**src/rtl/lsu_memctrl_if.sv**
```systemverilog
// rtl/lsu_memctrl_if.sv - request/response/RAM bundle for the load/store controller
interface lsu_memctrl_if;
    logic        req_valid;
    logic        req_ready;
    logic        req_we;
    logic [2:0]  req_funct3;
    logic [31:0] req_addr;
    logic [31:0] req_wdata;
    logic        resp_valid;
    logic        resp_ready;
    logic [31:0] resp_rdata;
    logic        resp_err;
    logic [31:0] ram_address;
    logic [3:0]  ram_byteena;
    logic [31:0] ram_data;
    logic        ram_wren;
    logic [31:0] ram_q;

    // Controller side
    modport slave (
        input  req_valid, req_we, req_funct3, req_addr, req_wdata, resp_ready, ram_q,
        output req_ready, resp_valid, resp_rdata, resp_err,
        output ram_address, ram_byteena, ram_data, ram_wren
    );

    // Execute stage / RAM side
    modport master (
        output req_valid, req_we, req_funct3, req_addr, req_wdata, resp_ready, ram_q,
        input  req_ready, resp_valid, resp_rdata, resp_err,
        input  ram_address, ram_byteena, ram_data, ram_wren
    );
endinterface

```
**src/rtl/lsu_memctrl.sv**
```systemverilog
// rtl/lsu_memctrl.sv - RISC-V load/store controller for a byte-enabled registered data RAM
module lsu_memctrl #(
    parameter bit RAM_WORD_ADDR = 1'b1
) (
    input  logic          clock,
    input  logic          reset_n,
    lsu_memctrl_if.slave  bus
);

    typedef enum logic [1:0] {
        S_IDLE   = 2'd0,
        S_ACCESS = 2'd1,
        S_READ   = 2'd2,
        S_RESP   = 2'd3
    } state_e;

    state_e      state_q, state_d;
    logic        we_q, we_d;
    logic [2:0]  funct3_q, funct3_d;
    logic [31:0] addr_q, addr_d;
    logic [31:0] wdata_q, wdata_d;
    logic [31:0] rdata_q, rdata_d;
    logic        err_q, err_d;

    logic        accept;
    logic        req_legal;
    logic        req_misaligned;
    logic        req_bad;
    logic [7:0]  lane_byte;
    logic [15:0] lane_half;
    logic [31:0] load_result;

    assign accept = bus.req_valid && (state_q == S_IDLE);

    // Classify the incoming request: illegal width code or misaligned address
    always_comb begin
        req_legal = 1'b0;
        case (bus.req_funct3)
            3'b000, 3'b001, 3'b010: req_legal = 1'b1;
            3'b100, 3'b101:         req_legal = !bus.req_we;
            default:                req_legal = 1'b0;
        endcase
        req_misaligned = ((bus.req_funct3[1:0] == 2'b01) && bus.req_addr[0]) ||
                         ((bus.req_funct3[1:0] == 2'b10) && (bus.req_addr[1:0] != 2'b00));
        req_bad = !req_legal || req_misaligned;
    end

    // Pick the addressed lane out of the RAM word and extend it per funct3
    always_comb begin
        case (addr_q[1:0])
            2'd0:    lane_byte = bus.ram_q[7:0];
            2'd1:    lane_byte = bus.ram_q[15:8];
            2'd2:    lane_byte = bus.ram_q[23:16];
            default: lane_byte = bus.ram_q[31:24];
        endcase
        lane_half = addr_q[1] ? bus.ram_q[31:16] : bus.ram_q[15:0];
        case (funct3_q)
            3'b000:  load_result = {{24{lane_byte[7]}}, lane_byte};
            3'b001:  load_result = {{16{lane_half[15]}}, lane_half};
            3'b010:  load_result = bus.ram_q;
            3'b100:  load_result = {24'd0, lane_byte};
            3'b101:  load_result = {16'd0, lane_half};
            default: load_result = 32'd0;
        endcase
    end

    // State register
    always_ff @(posedge clock or negedge reset_n) begin
        if (!reset_n) begin
            state_q <= S_IDLE;
        end else begin
            state_q <= state_d;
        end
    end

    // Next-state: errors skip the RAM entirely, loads take an extra READ cycle
    always_comb begin
        state_d = state_q;
        case (state_q)
            S_IDLE:   if (accept) state_d = req_bad ? S_RESP : S_ACCESS;
            S_ACCESS: state_d = we_q ? S_RESP : S_READ;
            S_READ:   state_d = S_RESP;
            S_RESP:   if (bus.resp_ready) state_d = S_IDLE;
            default:  state_d = S_IDLE;
        endcase
    end

    // Request latch and response data registers
    always_ff @(posedge clock or negedge reset_n) begin
        if (!reset_n) begin
            we_q     <= 1'b0;
            funct3_q <= 3'd0;
            addr_q   <= 32'd0;
            wdata_q  <= 32'd0;
            rdata_q  <= 32'd0;
            err_q    <= 1'b0;
        end else begin
            we_q     <= we_d;
            funct3_q <= funct3_d;
            addr_q   <= addr_d;
            wdata_q  <= wdata_d;
            rdata_q  <= rdata_d;
            err_q    <= err_d;
        end
    end

    // Capture request on accept, load result in READ, clear response on handshake
    always_comb begin
        we_d     = we_q;
        funct3_d = funct3_q;
        addr_d   = addr_q;
        wdata_d  = wdata_q;
        rdata_d  = rdata_q;
        err_d    = err_q;
        if (accept) begin
            we_d     = bus.req_we;
            funct3_d = bus.req_funct3;
            addr_d   = bus.req_addr;
            wdata_d  = bus.req_wdata;
            rdata_d  = 32'd0;
            err_d    = req_bad;
        end
        if (state_q == S_READ) begin
            rdata_d = load_result;
        end
        if ((state_q == S_RESP) && bus.resp_ready) begin
            rdata_d = 32'd0;
            err_d   = 1'b0;
        end
    end

    // Outputs: RAM strobes only in ACCESS; loads never enable lanes (RAM bypasses them)
    always_comb begin
        bus.req_ready   = 1'b0;
        bus.resp_valid  = 1'b0;
        bus.resp_rdata  = rdata_q;
        bus.resp_err    = err_q;
        bus.ram_address = 32'd0;
        bus.ram_byteena = 4'b0000;
        bus.ram_data    = 32'd0;
        bus.ram_wren    = 1'b0;
        case (state_q)
            S_IDLE: bus.req_ready = 1'b1;
            S_ACCESS: begin
                bus.ram_address = RAM_WORD_ADDR ? {2'b00, addr_q[31:2]} : {addr_q[31:2], 2'b00};
                if (we_q) begin
                    bus.ram_wren = 1'b1;
                    case (funct3_q[1:0])
                        2'b00: begin
                            bus.ram_byteena = 4'b0001 << addr_q[1:0];
                            bus.ram_data    = {4{wdata_q[7:0]}};
                        end
                        2'b01: begin
                            bus.ram_byteena = addr_q[1] ? 4'b1100 : 4'b0011;
                            bus.ram_data    = {2{wdata_q[15:0]}};
                        end
                        default: begin
                            bus.ram_byteena = 4'b1111;
                            bus.ram_data    = wdata_q;
                        end
                    endcase
                end
            end
            S_RESP: bus.resp_valid = 1'b1;
            default: ;
        endcase
    end

endmodule

```
**src/flat_wrapper.sv**
```systemverilog
// flat-port wrapper written by rule: the top's interface ports become plain ports
module lsu_memctrl_flat 
#(
    parameter bit RAM_WORD_ADDR = 1'b1
)
  (clock, reset_n, bus_req_valid, bus_req_we, bus_req_funct3, bus_req_addr, bus_req_wdata, bus_resp_ready, bus_ram_q, bus_req_ready, bus_resp_valid, bus_resp_rdata, bus_resp_err, bus_ram_address, bus_ram_byteena, bus_ram_data, bus_ram_wren);
  lsu_memctrl_if bus_i ();
  input  logic clock;
  input  logic reset_n;
  input wire logic [$bits(bus_i.req_valid)-1:0] bus_req_valid;
  input wire logic [$bits(bus_i.req_we)-1:0] bus_req_we;
  input wire logic [$bits(bus_i.req_funct3)-1:0] bus_req_funct3;
  input wire logic [$bits(bus_i.req_addr)-1:0] bus_req_addr;
  input wire logic [$bits(bus_i.req_wdata)-1:0] bus_req_wdata;
  input wire logic [$bits(bus_i.resp_ready)-1:0] bus_resp_ready;
  input wire logic [$bits(bus_i.ram_q)-1:0] bus_ram_q;
  output wire logic [$bits(bus_i.req_ready)-1:0] bus_req_ready;
  output wire logic [$bits(bus_i.resp_valid)-1:0] bus_resp_valid;
  output wire logic [$bits(bus_i.resp_rdata)-1:0] bus_resp_rdata;
  output wire logic [$bits(bus_i.resp_err)-1:0] bus_resp_err;
  output wire logic [$bits(bus_i.ram_address)-1:0] bus_ram_address;
  output wire logic [$bits(bus_i.ram_byteena)-1:0] bus_ram_byteena;
  output wire logic [$bits(bus_i.ram_data)-1:0] bus_ram_data;
  output wire logic [$bits(bus_i.ram_wren)-1:0] bus_ram_wren;
  assign bus_i.req_valid = bus_req_valid;
  assign bus_i.req_we = bus_req_we;
  assign bus_i.req_funct3 = bus_req_funct3;
  assign bus_i.req_addr = bus_req_addr;
  assign bus_i.req_wdata = bus_req_wdata;
  assign bus_i.resp_ready = bus_resp_ready;
  assign bus_i.ram_q = bus_ram_q;
  assign bus_req_ready = bus_i.req_ready;
  assign bus_resp_valid = bus_i.resp_valid;
  assign bus_resp_rdata = bus_i.resp_rdata;
  assign bus_resp_err = bus_i.resp_err;
  assign bus_ram_address = bus_i.ram_address;
  assign bus_ram_byteena = bus_i.ram_byteena;
  assign bus_ram_data = bus_i.ram_data;
  assign bus_ram_wren = bus_i.ram_wren;
  lsu_memctrl #(.RAM_WORD_ADDR(RAM_WORD_ADDR)) u_core (.clock(clock), .reset_n(reset_n), .bus(bus_i));
endmodule
```
**config.mk**
```make
export PLATFORM = sky130hd
export DESIGN_NAME = lsu_memctrl_flat
export DESIGN_NICKNAME = d
export VERILOG_FILES = /design/src/rtl/lsu_memctrl_if.sv /design/src/rtl/lsu_memctrl.sv /design/src/flat_wrapper.sv
export SDC_FILE = /design/constraint.sdc
export NUM_CORES = 1
export LEC_CHECK = 0
export CAP_MARGIN = 20
export CORE_ASPECT_RATIO = 1.75
export CORE_UTILIZATION = 48
export DETAILED_ROUTE_END_ITERATION = 8
export GPL_TIMING_DRIVEN = 0
export PLACE_DENSITY = 0.95
export SKIP_CTS_REPAIR_TIMING = 1
export SLEW_MARGIN = 20
export SYNTH_ARGS = -nofsm -noshare
export SYNTH_HDL_FRONTEND = slang
export SYNTH_SLANG_ARGS = --single-unit
```
**constraint.sdc**
```tcl
create_clock -name clock -period 3.25 [get_ports clock]
set_input_delay 0.65 -clock clock [delete_from_list [all_inputs] [get_ports clock]]
set_output_delay 0.65 -clock clock [all_outputs]
set_load 0.02 [all_outputs]
```
======== Word level (Yosys, flattened, before mapping) ========
Index checks and enable logic that the tools add are counted.
storage, ports and cells
  register bits after elaboration ......... 103
  output and inout bits ................... 104
  input bits .............................. 104
  logic and storage cells ................. 71
operators by class
  reductions and logical operators ........ 19
  equal/unequal tests ..................... 18
  shifts and indexed selects .............. 1
  muxes and demuxes ....................... 26
operators with widths
  cell                                                                number
  32-bit 2-to-1 mux                                                   5
  32-bit one-hot mux with 5 select lines                              1
  32-bit one-hot mux with 2 select lines                              1
  30-bit 2-to-1 mux                                                   1
  8-bit one-hot mux with 3 select lines                               1
  16-bit 2-to-1 mux                                                   1
  3-bit == test (second input constant)                               4
  4-bit 2-to-1 mux                                                    3
  2-bit by 1-bit == test with 1-bit output (second input constant)    4
  2-bit == test (second input constant)                               4
  2-bit one-hot mux with 4 select lines                               1
  4-bit one-hot mux with 2 select lines                               1
  1-bit 2-to-1 mux                                                    7
  3-bit by 1-bit == test with 1-bit output (second input constant)    2
  3-bit by 2-bit == test with 1-bit output (second input constant)    2
  2-bit zero test                                                     3
  3-bit zero test                                                     2
  2-bit 2-to-1 mux                                                    3
  1-bit logical AND                                                   4
  2-bit nonzero test                                                  2
  1-bit by 2-bit left shift with 4-bit output (first input constant)  1
  3-bit nonzero test                                                  1
  3-bit OR reduction                                                  1
  1-bit zero test                                                     2
  other kinds (6)                                                     7

======== Depth between registers and ports, before layout ========
Gate-level depths: netlist of the first run.
  depth in word-level cells ............... 8
  mapped depth ............................ 7
  depth with buffers taken out ............ 6

======== Least setup slack after synthesis of the first run ========
OpenSTA, ideal clock, no wires.
  kind .................................... register to output
  start ................................... reg u_core.state_q[1]
  end ..................................... out bus_ram_data[13]
  buffers on the path ..................... 2
  cell stages (with the launch flop) ...... 7
  data required time ...................... 2.600 ns
  path slack .............................. 1.139 ns
  arrival time ............................ 1.461 ns
  cells stage by stage .................... dfrtp_1 -> inv_1 -> ha_1 -> nand2_1 -> clkbuf_1 -> clkbuf_1 -> a21oi_1
on the way
  cells in the longest elaborated chain, start to end .. 2
ends and longest elaborated chain
  element                                   line                RTL
  start, declared                           lsu_memctrl.sv:17   state_e state_q, state_d;
  start signal, assigned                    lsu_memctrl.sv:72   state_q <= state_d;
  2-bit by 1-bit == test with 1-bit output  lsu_memctrl.sv:142  case (state_q)
  32-bit 2-to-1 mux                         lsu_memctrl.sv:142
  end, declared                             flat_wrapper.sv:23  output wire logic [$bits(bus_i.ram_data)-1:0] bus_ram_data;
Every way passes these cells.

======== Worst setup path after layout of the first run ========
  start ................................... reg u_core.state_q[1]
  end ..................................... out bus_ram_data[22]
Same word-level chain as after synthesis.

==> key figures, run 1 <==
STA
  • Final setup viols: 0
  • RSZ-0062 raised after global routing: no
  • Rel. slew slack: 42.4%
  • Final Skew: 0.0157 ns
  • Hold Violations, Final: 0
  • Fmax: 0.320 GHz
  • Worst setup margin: 0.129 ns
  • WHS: 0.139 ns
  • Final worst path period share: 96.0%
  • Setup total negative slack: 0 ns
  • Tightest Pin Transition: 0.864 ns
  • Fin. max-slew vios: 0
  • Minimum clock period: 3.12 ns

Logic synthesis
  • Cell area after technology mapping: 5310 um2
  • Seq/Total Area, Yosys: 48.6%
  • Post-synthesis register bit count: 103
  • Post-synthesis mux area share: 20.7%
  • Leading post-synthesis cells by cell area: dfrtp_1 (49%), mux2_2 (14%), mux2i_1 (5.8%)
  • Largest family of logic cells by synthesized area: multiplexers
  • Synth Area per Inst: 10.8 um2
  • Post-synth ARST share: 100%
  • Synth cell types: 41
  • Post-synthesis cell count: 492
  • Main synth FF type: dfrtp_1
  • Simple-gate portion of the synthesized area: 12.3%
  • Adder-Cell Fraction of Synth Area: 0.943%
  • Post-synth EDFFs: 0
  • Area share of the largest cell type after synthesis: 48.6%
  • Synth area leader: dfrtp_1
  • Compound-Gate Fraction of Synth Area: 13.3%
  • Xor/xnor cell area share of the yosys netlist: 0%
  • Synth warn: 0

Route
  • First-pass iteration count of the detailed router: 5
  • DRC violations left: 0
  • Initial DRC count: 284
  • Final WL: 17600 um
  • Drt wl/cell: 20.8 um
  • Vias: 4985
  • Via/cell ratio: 5.91
  • Final ANT Viol Nets: 0

Floorplan
  • Initial core utilization: 49.6%
  • Die X-Extent: 81.5 um
  • # IOs: 208
  • Die ar.: 11500 um2
  • Row Count: 50
  • Core area: 10700 um2
  • Die Span Y: 141 um

Setup path
  • R2R depth: 6
  • Reg2reg start: u_core.state_q[0]$_DFFE_PN0P_
  • Reg2Reg Capture Point: u_core.bus.resp_rdata[12]$_DFFE_PN0P_
  • Slowest-stage cell, CP: clkdlybuf4s50_1
  • CP Data Required Time: 2.60 ns
  • Crit-path leading delay family: buffers and inverters
  • Critical path arrival: 2.47 ns
  • Crit path max fanout: 11
  • Worst path depth: 6
  • CP peak stage delay: 0.65 ns
  • Crit Path Category: flop to primary output
  • CP Launch Type: flop
  • WP buf/inv: 3
  • R2R setup slack: 0.95 ns
  • Critical path endpoint category: primary output
  • CP cell instances: inv_1 -> ha_1 -> nand2_2 -> clkbuf_1 -> nor2_1 -> clkdlybuf4s50_1

Pwr
  • Pwr Total: 7800 uW
  • Sw Share: 43.1%
  • Cell Pwr Density: 993 nW/um2
  • Comb pwr share: 56.1%
  • Int Pwr: 4440 uW
  • Leakage: 0.00328 uW
  • Maximum vdd drop: 0.000656 V
  • Sw power: 3360 uW
  • Sequential group share of total power: 29.8%
  • Share of total power in the clock network: 14.1%

Clock network
  • CTS tree: done
  • H-tree levels: 3
  • Clk sinks: 103
  • Root buf cell: clkbuf_16
  • CTS clk-pin slew, worst paths: 0.08 ns
  • Clock Latency Late Sink: 0.36 ns
  • CTS Buf Count: 9
  • Clock buffer depth: 2

GRT
  • GRT Resource Usage Total: 31.5%
  • Vias in the first global route: 5237
  • Largest net degree at the start of global routing: 82
  • Grt total ovfl: 0
  • First-pass GRT wire length: 26900 um
  • Initial antenna violation count: 0

Placed design
  • DPL Wire Length: 12900 um
  • GPL Wtd Cong: 0.942
  • IO buf count: 205
  • Place WS: 0.258 ns

Layout
  • N_diodes: 0
  • Final nets: 817
  • Fraction of layout cells with a size suffix above 1: 17.2%
  • Area Overhead vs Synth: 48.0%

Outcome
  • Outcome: finished clean

Run
  • Total of max-cap violations: 0

Worst hold path
  • Worst hold path class: primary input to asynchronous set/reset pin
flip-flops by register name (all words and copies together), names as in the netlist:
name,cells
u_core.bus.resp_rdata,32
u_core.addr_q,32
u_core.funct3_q,3
u_core.state_q,2
u_core.we_q,1
u_core.wdata_q,32
u_core.bus.resp_err,1
cell usage after synthesis (2+ instances only):
library cell / number
buf_4: 3
inv_1: 5
nand2b_1: 2
o22ai_1: 8
a221oi_1: 16
o31ai_1: 2
a21oi_1: 24
clkbuf_1: 14
and2_1: 31
ha_1: 4
a211oi_2: 10
mux2_2: 68
and3_1: 9
buf_1: 9
a211oi_1: 6
nand2_1: 52
mux2i_1: 31
buf_6: 2
o21ai_1: 27
nor2_1: 28
dfrtp_1: 103
buf_2: 12
nor3b_1: 2
o21ai_0: 7
area by class of cell:
type / instances / area (um2)
Inverter: 6 / 22.5
Sequential cell: 103 / 2580
Buffer: 39 / 191
Fill cell: 653 / 2850
Timing Repair Buffer: 206 / 2080
Tap cell: 130 / 163
Multi-Input combinational cell: 344 / 2520
Clock inverter: 7 / 71.3
Clock buffer: 9 / 225
through the flow:
step	instance area, um2	util [%]	instances
global placement	7520	70.3	828
floorplan	5310	-	493
CTS	7850	73.4	845
finish	7850	73.4	844
global route	7850	73.4	844
detailed placement	7550	70.6	829
layout by cell type (no fill, tap or decap), types with 4 or more instances in the layout:
cell type	instances
o21ai_1	27
a221oi_1	16
o21ai_0	7
nand2_1	51
ha_1	4
clkbuf_16	9
buf_2	12
dfrtp_1	103
and3_1	9
mux2_2	68
a21oi_1	24
clkbuf_1	10
a211oi_2	10
nor2_1	28
mux2i_1	31
and2_1	31
buf_1	9
a211oi_1	6
clkdlybuf4s50_1	204
inv_1	5
o22ai_1	8
power by group through the flow:
| stage | clock (uW) | combinational, uW | sequential, uW |
|---|---|---|---|
| 2_1_floorplan | 0 | 2540 | 2340 |
| 3_3_place_gp | 0 | 4120 | 2260 |
| 3_5_place_dp | 0 | 4300 | 2310 |
| 4_1_cts | 1110 | 4350 | 2300 |
| 5_1_grt | 1160 | 4650 | 2370 |
| 6_report | 1100 | 4380 | 2320 |
worst max-delay path by stage:
stage                                    end  slack, ns                           from
4_1_cts                     bus_ram_data[20]      -0.20  u_core.state_q[1]$_DFFE_PN0P_
3_5_place_dp                bus_ram_data[14]       0.26  u_core.state_q[1]$_DFFE_PN0P_
5_1_grt                     bus_ram_data[22]    0.00007  u_core.state_q[1]$_DFFE_PN0P_
2_1_floorplan               bus_ram_data[13]       1.14  u_core.state_q[1]$_DFFE_PN0P_
3_3_place_gp   u_core.addr_q[10]$_DFFE_PN0P_      -2.13                        reset_n
6_report                    bus_ram_data[22]       0.13  u_core.state_q[1]$_DFFE_PN0P_
layer usage:
metal  vias to the layer above  part of all wire [%]  track usage [%]
met5                         -                     0                0
met3                        90                   8.4             8.28
met1                      2385                    33             32.5
met2                       337                    53             54.5
li1                       2173                     -                -
met4                         0                   5.7             19.9
cells by family after synthesis:
family,after synthesis
simple gates,133
mux,100
other cells,1
compound gates,105
buf+inv,46
flops,103
fa+ha+maj,4
No activity file was read; power rests on OpenSTA's default activity.
==> run 2: changes to the inputs <==
Settings changed: CORE_MARGIN from default to 10, CTS_CLUSTER_SIZE from default to 16, HOLD_SLACK_MARGIN from default to 0.02.
==> key figures, run 2 (synthesized netlist as in run 1, its figures left out) <==
STA
  • Final setup viols: 0
  • Fmax: 0.319 GHz
  • Final Skew: 0.00757 ns
  • Final worst path period share: 96.4%
  • Tightest Pin Transition: 0.890 ns
  • Hold Violations, Final: 0
  • Minimum clock period: 3.13 ns
  • Rel. slew slack: 40.7%
  • Fin. max-slew vios: 0
  • RSZ-0062 raised after global routing: no

Clock network
  • Clock Latency Late Sink: 0.34 ns
  • CTS tree: done
  • H-tree levels: 3
  • CTS clk-pin slew, worst paths: 0.07 ns
  • Clock buffer depth: 2
  • CTS Buf Count: 9
  • Root buf cell: clkbuf_16
  • Clk sinks: 103

Layout
  • Most common cell after layout, fill and taps aside: clkdlybuf4s50_1
  • N_diodes: 0
  • Most frequent cells in the layout: clkdlybuf4s50_1 (204), dfrtp_1 (103), mux2_2 (68)
  • Final Util: 73.3%
  • Area Overhead vs Synth: 48.6%
  • Fraction of layout cells with a size suffix above 1: 17.1%
  • Final nets: 817

Setup path
  • Crit path max fanout: 11
  • Reg2reg start: u_core.state_q[0]$_DFFE_PN0P_
  • Slowest-stage cell, CP: clkdlybuf4s50_1
  • CP cell instances: inv_1 -> ha_1 -> nand2_2 -> buf_1 -> nor2_1 -> clkdlybuf4s50_1
  • Critical path endpoint category: primary output
  • CP peak stage delay: 0.66 ns
  • Critical path arrival: 2.48 ns
  • R2R setup slack: 0.90 ns
  • Crit Path Category: flop to primary output
  • R2R depth: 6
  • CP Launch Type: flop
  • CP Data Required Time: 2.60 ns
  • Reg2Reg Capture Point: u_core.bus.resp_rdata[15]$_DFFE_PN0P_

Pwr
  • Pwr Total: 7870 uW
  • Maximum vdd drop: 0.000602 V
  • Cell Pwr Density: 998 nW/um2
  • Leakage: 0.00329 uW

Outcome
  • Outcome: finished clean

Run
  • Total of max-cap violations: 0

GRT
  • Initial antenna violation count: 0
  • Vias in the first global route: 5404
  • Largest net degree at the start of global routing: 78
  • Grt total ovfl: 0
  • GRT Resource Usage Total: 23.1%
  • First-pass GRT wire length: 29400 um

Route
  • First-pass iteration count of the detailed router: 4
  • Via/cell ratio: 5.70
  • DRC violations left: 0
  • Initial DRC count: 261
  • Vias: 4808
  • Final ANT Viol Nets: 0
  • Final WL: 18900 um
  • Drt wl/cell: 22.3 um

Floorplan
  • Die Span Y: 159 um
  • Die X-Extent: 99.5 um
  • Die ar.: 15800 um2
  • Initial core utilization: 49.3%
  • Core area: 10800 um2
  • # IOs: 208
  • Row Count: 50

Placed design
  • DPL Wire Length: 14700 um
  • GPL Wtd Cong: 0.903
  • IO buf count: 205

Worst hold path
  • Worst hold path class: primary input to asynchronous set/reset pin
[run 2: cell types whose count changed in the layout (fill, tap and decap cells not counted), sizes merged]
cell / previous run / this run
inv: 10 / 8
clkbuf: 22 / 20
bufinv: 0 / 2
buf: 28 / 30
[run 2: area by class of cell]
type	instances	area, um2
Sequential cell	103	2580
Fill cell	701	2880
Clock inverter	7	104
Inverter	6	22.5
Timing Repair Buffer	206	2080
Clock buffer	9	225
Tap cell	130	163
Multi-Input combinational cell	344	2520
Buffer	39	190
[run 2: per-stage QoR]
step	hold slack (ns)	cell area [um2]	setup TNS, ns	setup WS, ns	std cells
final	0.162	7880	0	0.116	844
after global placement	0.469	7520	-223.11	-2.18	828
after CTS	0.167	7880	-1.99	-0.145	845
after floorplan	0.354	5310	0	1.14	493
after detailed placement	0.479	7550	0	0.236	829
after global routing	0.171	7880	0	0.0239	844
[run 2: worst max path at each step]
stage | startpoint | to | slack [ns] | cells past startpoint
after detailed placement | u_core.state_q[1]$_DFFE_PN0P_ | bus_ram_byteena[2] | 0.24 | 7
after CTS | u_core.state_q[1]$_DFFE_PN0P_ | bus_ram_data[17] | -0.14 | 7
after global routing | u_core.funct3_q[1]$_DFFE_PN0P_ | bus_ram_data[24] | 0.02 | 6
final | u_core.state_q[1]$_DFFE_PN0P_ | bus_ram_data[24] | 0.12 | 6
after global placement | reset_n | u_core.addr_q[3]$_DFFE_PN0P_ | -2.18 | 1
after floorplan | u_core.state_q[1]$_DFFE_PN0P_ | bus_ram_data[13] | 1.14 | 6
[run 2: worst max-delay path, delay by kind of cell (launching register included)]
| family | cells | cell delay [ns] |
|---|---|---|
| flip-flops | 1 | 0.43 |
| AND/OR/NAND/NOR | 2 | 0.44 |
| adder cells (fa/ha/maj) | 1 | 0.21 |
| buffers and inverters | 3 | 1.07 |
[run 2: metal layers]
metal / track usage (%) / up-vias / wire [um] / share of wire (%)
li1: - / 2169 / - / -
met1: 23.5 / 2310 / 6460 / 34
met2: 40.8 / 275 / 9920 / 53
met3: 8.33 / 54 / 1780 / 9.5
met4: 9.69 / 0 / 687 / 3.6
met5: 0 / - / 0 / 0
[run 2: power breakdown]
| group | switching [uW] | internal (uW) |
|---|---|---|
| Sequential | 430 | 1880 |
| Combinational | 2350 | 2020 |
| Clock | 515 | 685 |
| Total | 3290 | 4580 |
